[src/rtl/seq_tx.sv]
// -----------------------------------------------------------------------------
// seq_tx : serial pattern transmitter
//
// On a start request in IDLE the block latches a bit pattern, an effective
// length and an effective repeat count. It then shifts the pattern out MSB
// first on dout, holding each bit for BIT_DIV clocks. Between copies it drives
// GAP_BITS bit-times of zero. When the job completes it pulses done for one
// cycle and returns to IDLE.
//
// Ports
//   fsm_clk  in   1   system clock, rising edge
//   clr_n    in   1   asynchronous active-low reset
//   start    in   1   transmit request, sampled only in IDLE
//   pattern  in   W   bits to send, right-aligned (bit len-1 goes first)
//   len      in   LW  bits to send, 1..W (0 or >W means W)
//   reps     in   4   number of copies (0 means 1)
//   dout     out  1   serial output
//   busy     out  1   high in SEND or GAP
//   done     out  1   one-cycle pulse at end of job
//   ps       out  3   present state (IDLE=000 SEND=001 GAP=010 DONE=011)
//
// Every output is decoded from registered state, so there is no combinational
// path from an input to an output.
// -----------------------------------------------------------------------------
module seq_tx #(
   parameter int W        = 8,
   parameter int LW       = 4,
   parameter int BIT_DIV  = 4,
   parameter int GAP_BITS = 1
) (
   input  logic          fsm_clk,
   input  logic          clr_n,
   input  logic          start,
   input  logic [W-1:0]  pattern,
   input  logic [LW-1:0] len,
   input  logic [3:0]    reps,
   output logic          dout,
   output logic          busy,
   output logic          done,
   output logic [2:0]    ps
);

   localparam logic [2:0] S_IDLE = 3'b000;
   localparam logic [2:0] S_SEND = 3'b001;
   localparam logic [2:0] S_GAP  = 3'b010;
   localparam logic [2:0] S_DONE = 3'b011;

   localparam int GAP_CYC = GAP_BITS * BIT_DIV;
   localparam int DW      = (BIT_DIV > 1) ? $clog2(BIT_DIV) : 1;
   localparam int GW      = (GAP_CYC > 1) ? $clog2(GAP_CYC) : 1;

   localparam logic [DW-1:0] DIV_MAX = DW'(BIT_DIV - 1);
   localparam logic [GW-1:0] GAP_MAX = GW'(GAP_CYC - 1);
   localparam logic [LW-1:0] W_LEN   = LW'(W);

   // state and datapath registers
   logic [2:0]    state_reg;
   logic [2:0]    state_next;
   logic [W-1:0]  pat_reg;
   logic [LW-1:0] len_reg;
   logic [3:0]    rep_reg;
   logic [W-1:0]  shift_reg;
   logic [LW-1:0] bit_cnt_reg;
   logic [DW-1:0] div_reg;
   logic [GW-1:0] gap_reg;

   // effective job parameters as seen on the start edge
   logic [LW-1:0] len_eff;
   logic [3:0]    reps_eff;
   logic [W-1:0]  load_shift;
   logic [W-1:0]  reload_shift;

   // datapath event flags
   logic bit_end;
   logic last_bit;
   logic more_reps;
   logic gap_end;

   assign len_eff  = ((len == '0) || (len > W_LEN)) ? W_LEN : len;
   assign reps_eff = (reps == 4'd0) ? 4'd1 : reps;

   // Left-align so that bit len-1 of the pattern lands in the MSB; the
   // shift register then only ever needs to look at its top bit.
   assign load_shift   = pattern << (W_LEN - len_eff);
   assign reload_shift = pat_reg << (W_LEN - len_reg);

   assign bit_end   = (div_reg == DIV_MAX);
   assign last_bit  = (bit_cnt_reg == LW'(1));
   assign more_reps = (rep_reg > 4'd1);
   assign gap_end   = (gap_reg == GAP_MAX);

   // ------------------------------------------------------------------
   // state register
   // ------------------------------------------------------------------
   always_ff @(posedge fsm_clk or negedge clr_n) begin
      if (!clr_n) begin
         state_reg <= S_IDLE;
      end else begin
         state_reg <= state_next;
      end
   end

   // ------------------------------------------------------------------
   // next-state logic
   // ------------------------------------------------------------------
   always_comb begin
      state_next = state_reg;
      case (state_reg)
         S_IDLE: begin
            if (start) begin
               state_next = S_SEND;
            end
         end
         S_SEND: begin
            if (bit_end && last_bit) begin
               state_next = more_reps ? S_GAP : S_DONE;
            end
         end
         S_GAP: begin
            // straight back into SEND, no bubble cycle
            if (gap_end) begin
               state_next = S_SEND;
            end
         end
         S_DONE: begin
            // start is deliberately not looked at here
            state_next = S_IDLE;
         end
         default: begin
            state_next = S_IDLE;
         end
      endcase
   end

   // ------------------------------------------------------------------
   // output decode (Moore)
   // ------------------------------------------------------------------
   always_comb begin
      dout = 1'b0;
      busy = 1'b0;
      done = 1'b0;
      case (state_reg)
         S_SEND: begin
            dout = shift_reg[W-1];
            busy = 1'b1;
         end
         S_GAP: begin
            busy = 1'b1;
         end
         S_DONE: begin
            done = 1'b1;
         end
         default: begin
            dout = 1'b0;
         end
      endcase
   end

   assign ps = state_reg;

   // ------------------------------------------------------------------
   // datapath: latched job, shift register and counters
   // ------------------------------------------------------------------
   always_ff @(posedge fsm_clk or negedge clr_n) begin
      if (!clr_n) begin
         pat_reg     <= '0;
         len_reg     <= '0;
         rep_reg     <= '0;
         shift_reg   <= '0;
         bit_cnt_reg <= '0;
         div_reg     <= '0;
         gap_reg     <= '0;
      end else begin
         case (state_reg)
            S_IDLE: begin
               if (start) begin
                  pat_reg     <= pattern;
                  len_reg     <= len_eff;
                  rep_reg     <= reps_eff;
                  shift_reg   <= load_shift;
                  bit_cnt_reg <= len_eff;
                  div_reg     <= '0;
                  gap_reg     <= '0;
               end
            end
            S_SEND: begin
               if (bit_end) begin
                  div_reg     <= '0;
                  shift_reg   <= shift_reg << 1;
                  bit_cnt_reg <= bit_cnt_reg - LW'(1);
                  if (last_bit && more_reps) begin
                     rep_reg <= rep_reg - 4'd1;
                     gap_reg <= '0;
                  end
               end else begin
                  div_reg <= div_reg + DW'(1);
               end
            end
            S_GAP: begin
               if (gap_end) begin
                  // next copy comes from the latched pattern, not the port
                  shift_reg   <= reload_shift;
                  bit_cnt_reg <= len_reg;
                  div_reg     <= '0;
                  gap_reg     <= '0;
               end else begin
                  gap_reg <= gap_reg + GW'(1);
               end
            end
            default: begin
               div_reg <= '0;
               gap_reg <= '0;
            end
         endcase
      end
   end

endmodule

[config.mk]
export PLATFORM = sky130hd
export DESIGN_NAME = seq_tx
export DESIGN_NICKNAME = d
export VERILOG_FILES = /design/src/rtl/seq_tx.sv
export SDC_FILE = /design/constraint.sdc
export NUM_CORES = 1
export LEC_CHECK = 0
export ABC_AREA = 1
export CAP_MARGIN = 30
export CORE_MARGIN = 1.5
export CORE_UTILIZATION = 52
export DETAILED_ROUTE_END_ITERATION = 6
export PLACE_DENSITY = 0.77
export SLEW_MARGIN = 20
export SYNTH_ARGS = -nofsm -noshare
export SYNTH_HDL_FRONTEND = slang
export SYNTH_SLANG_ARGS = --single-unit
[constraint.sdc]
create_clock -name fsm_clk -period 1.8 [get_ports fsm_clk]
set_clock_uncertainty 0.2 [all_clocks]
set_input_delay 0.45 -clock fsm_clk [delete_from_list [all_inputs] [get_ports fsm_clk]]
set_output_delay 0.45 -clock fsm_clk [all_outputs]
set_load 0.01 [all_outputs]
==> run metrics <==
outcome=finished, violations left; failing checks=setup timing; Initial Util=53.6%; vias per inst=5.59; Die Ht=72.3 µm; Simple-Gate Fraction of Synth Area=32.4%; layout filler cell count=307; Ys Warns=0; CP Cell Sequence=inv_2 -> ha_2 -> buf_6 -> buf_12 -> nor2_4 -> buf_4 -> nand2_1 -> a31oi_1; grt met3 use=5.97%; Worst Path Arrival=1.95 ns; total power draw=0.00749 W; Synth-to-Final Area Change=43.2%; max_cap viols=0; Finished Layout Cells=485; DRC=0; vias in the first global route=2632; H-tree levels=2; final core occ=76.8%; Adder-Cell Fraction of Synth Area=6.51%; P per Cell Area=2090 nW/µm²; Clock Root Buffer=clkbuf_8; IO Port Bufs=23; clock sink count=34; CTS tree=built; Hold Violations, Final=0; Placement Rows=25; Hold WC Path Type=register to register; Initial DRC Count=222; cell area after layout=3580 µm²; sequential area share after synthesis=34.0%; CP peak stage delay=0.45 ns; Period minus WS final=1.95 ns; antenna viol nets, final=0; VDD IR max=0.940 mV; Worst-path clk slew=0.08 ns; worst setup path end=shift_reg[0]; Wirelength per Cell=15.7 µm; first-pass GRT wire length=11900 µm; top-level I/O count=25; RePlAce Congestion=0.887; Final Setup Violations=17; compound-cell area share of the yosys netlist=14.7%; synthesized net count=382; mux share of post-synthesis cell area=0%; Mapped Area=2500 µm²; GRT Resource Usage Total=29.5%; pre-CTS setup slack=-0.611 ns; Setup crit end kind=register; die width=72.3 µm; critical path type=register to register; clock buffer depth=2; RSZ-0062 raised after global routing=true; fmax=514 MHz; ANT cells=0; Worst path slowest cell=dfrtp_2; final wirelength=7600 µm; EDFF count, synth=0; period utilization=108%; Unique masters post-synth=39; CP Launch Point=ps[0]; drt pass-1 iters=5; DR vias=2712; commonest non-fill, non-tap cell in the layout=nand2_1; R2R Setup Slk=-0.15 ns; Die Footprint=5230 µm²; Worst setup SP type=register; ys async rst share=100%; r2r startpoint=ps[0]; reg2reg path depth=8; leak pwr=1.77 nW; grt met2 use=50.9%; placed inst area=3140 µm²; worst-path fanout max=6; highest-count cells in the layout ignoring fill and taps=nand2_1 (113), buf_4 (47), dfrtp_1 (32), nand3_1 (30), inv_1 (24); synthesized flop and latch total=34; Hold-fix buffers, CTS=0; CTS buffer count=5; Final HPWL DP=4700 µm; antenna violations before repair=0; final net count=462; total gr overflow=0; ys flop type=dfrtp_1; CORE AREA=4660 µm²; # placed instances=465; Worst EP required=1.80 ns; end of the worst register-to-register path=shift_reg[0]; largest net degree at the start of global routing=35; busiest grt layer=met2; Slew Limit Fails=0; GRT met1 Usage=36.1%; Synth Area in XOR/XNOR=2.15%; Syn Area/Cell=7.14 µm²; share of layout cells above drive strength 1=32.0%; clock latency on the worst-skew pair=0.30 ns; min setup slack post-route=-0.146 ns; Syn Inst Count=350; largest family of logic cells by synthesized area=simple AND/OR/NAND/NOR gates
-- cell type report --
type | count | area (µm²) | share of cell area (%)
Clock buffer | 6 | 82.6 | 2.31
Clock inverter | 2 | 12.5 | 0.349
Inverter | 37 | 169 | 4.72
Multi-Input combinational cell | 266 | 1610 | 44.9
Sequential cell | 34 | 853 | 23.8
Tap cell | 54 | 67.6 | 1.89
Timing Repair Buffer | 86 | 788 | 22.0
-- repair_timing --
action                                  CTS  global route
resized for setup                        66            20
buffers inserted                          7             5
pin swaps                                13            15
cloned                                    0             0
endpoints found under the setup margin   23            24
-- power by group --
group / total, W / switching, W / internal [W]
clock: 0.000618 / 0.000311 / 0.000308
sequential: 0.00149 / 0.000347 / 0.00115
combinational: 0.00537 / 0.00292 / 0.00245
total: 0.00749 / 0.00358 / 0.00391
-- synthesized netlist by cell type (3+ instances only) --
master,count,area (µm²)
o211ai_1,4,30.0
nor2_4,3,33.8
o21ai_0,26,130
clkbuf_1,3,11.3
inv_2,6,22.5
ha_1,13,163
dfrtp_1,34,851
inv_1,29,109
nor2_1,17,63.8
nand4_1,3,18.8
buf_6,7,78.8
o21ai_1,7,35.0
nand2_2,5,31.3
nand3_1,32,160
a21oi_1,14,70.1
nand2_1,116,435
nor3_1,3,15.0
-- cells by family (layout without fill, tap and decap cells) --
group	Yosys count	after routing
xor gates and xnor gates	4	4
and+or+nand+nor	185	185
other	1	1
adders and majority gates	13	13
buffers and inverters	50	131
AOI/OAI and AO/OA	63	63
DFF	34	34
-- layer usage --
metal | vias to the layer above | share of wire (%)
met5 | - | 0
li1 | 1295 | -
met1 | 1264 | 41
met4 | 0 | 3.9
met3 | 35 | 6.4
met2 | 118 | 48
-- through the flow --
step / hold slack [ns] / TNS, ns
2_1_floorplan: -0.0456 / -0.0212
3_3_place_gp: 0.265 / -6.29
3_5_place_dp: 0.279 / -6.95
4_1_cts: 0.300 / -0.218
5_1_grt: 0.318 / -2.48
6_report: 0.291 / -1.09
-- worst max-delay path: cells and delay by family (launching register included) --
kind,cells,cell delay [ns]
compound gates,1,0.21
simple gates,2,0.21
buf+inv,4,0.48
fa+ha+maj,1,0.29
flops,1,0.45
-- worst min path at each step --
stage	slack [ns]	start	endpoint	cells past startpoint
finish	0.29	shift_reg[7]	shift_reg[7]	2
CTS	0.30	shift_reg[7]	shift_reg[7]	2
floorplan	-0.05	clr_n	bit_cnt_reg[0]	0
global placement	0.26	shift_reg[6]	shift_reg[6]	2
detailed placement	0.28	shift_reg[5]	shift_reg[5]	2
global route	0.32	shift_reg[5]	shift_reg[5]	2
Note: power is estimated with default switching activity, not from simulation.
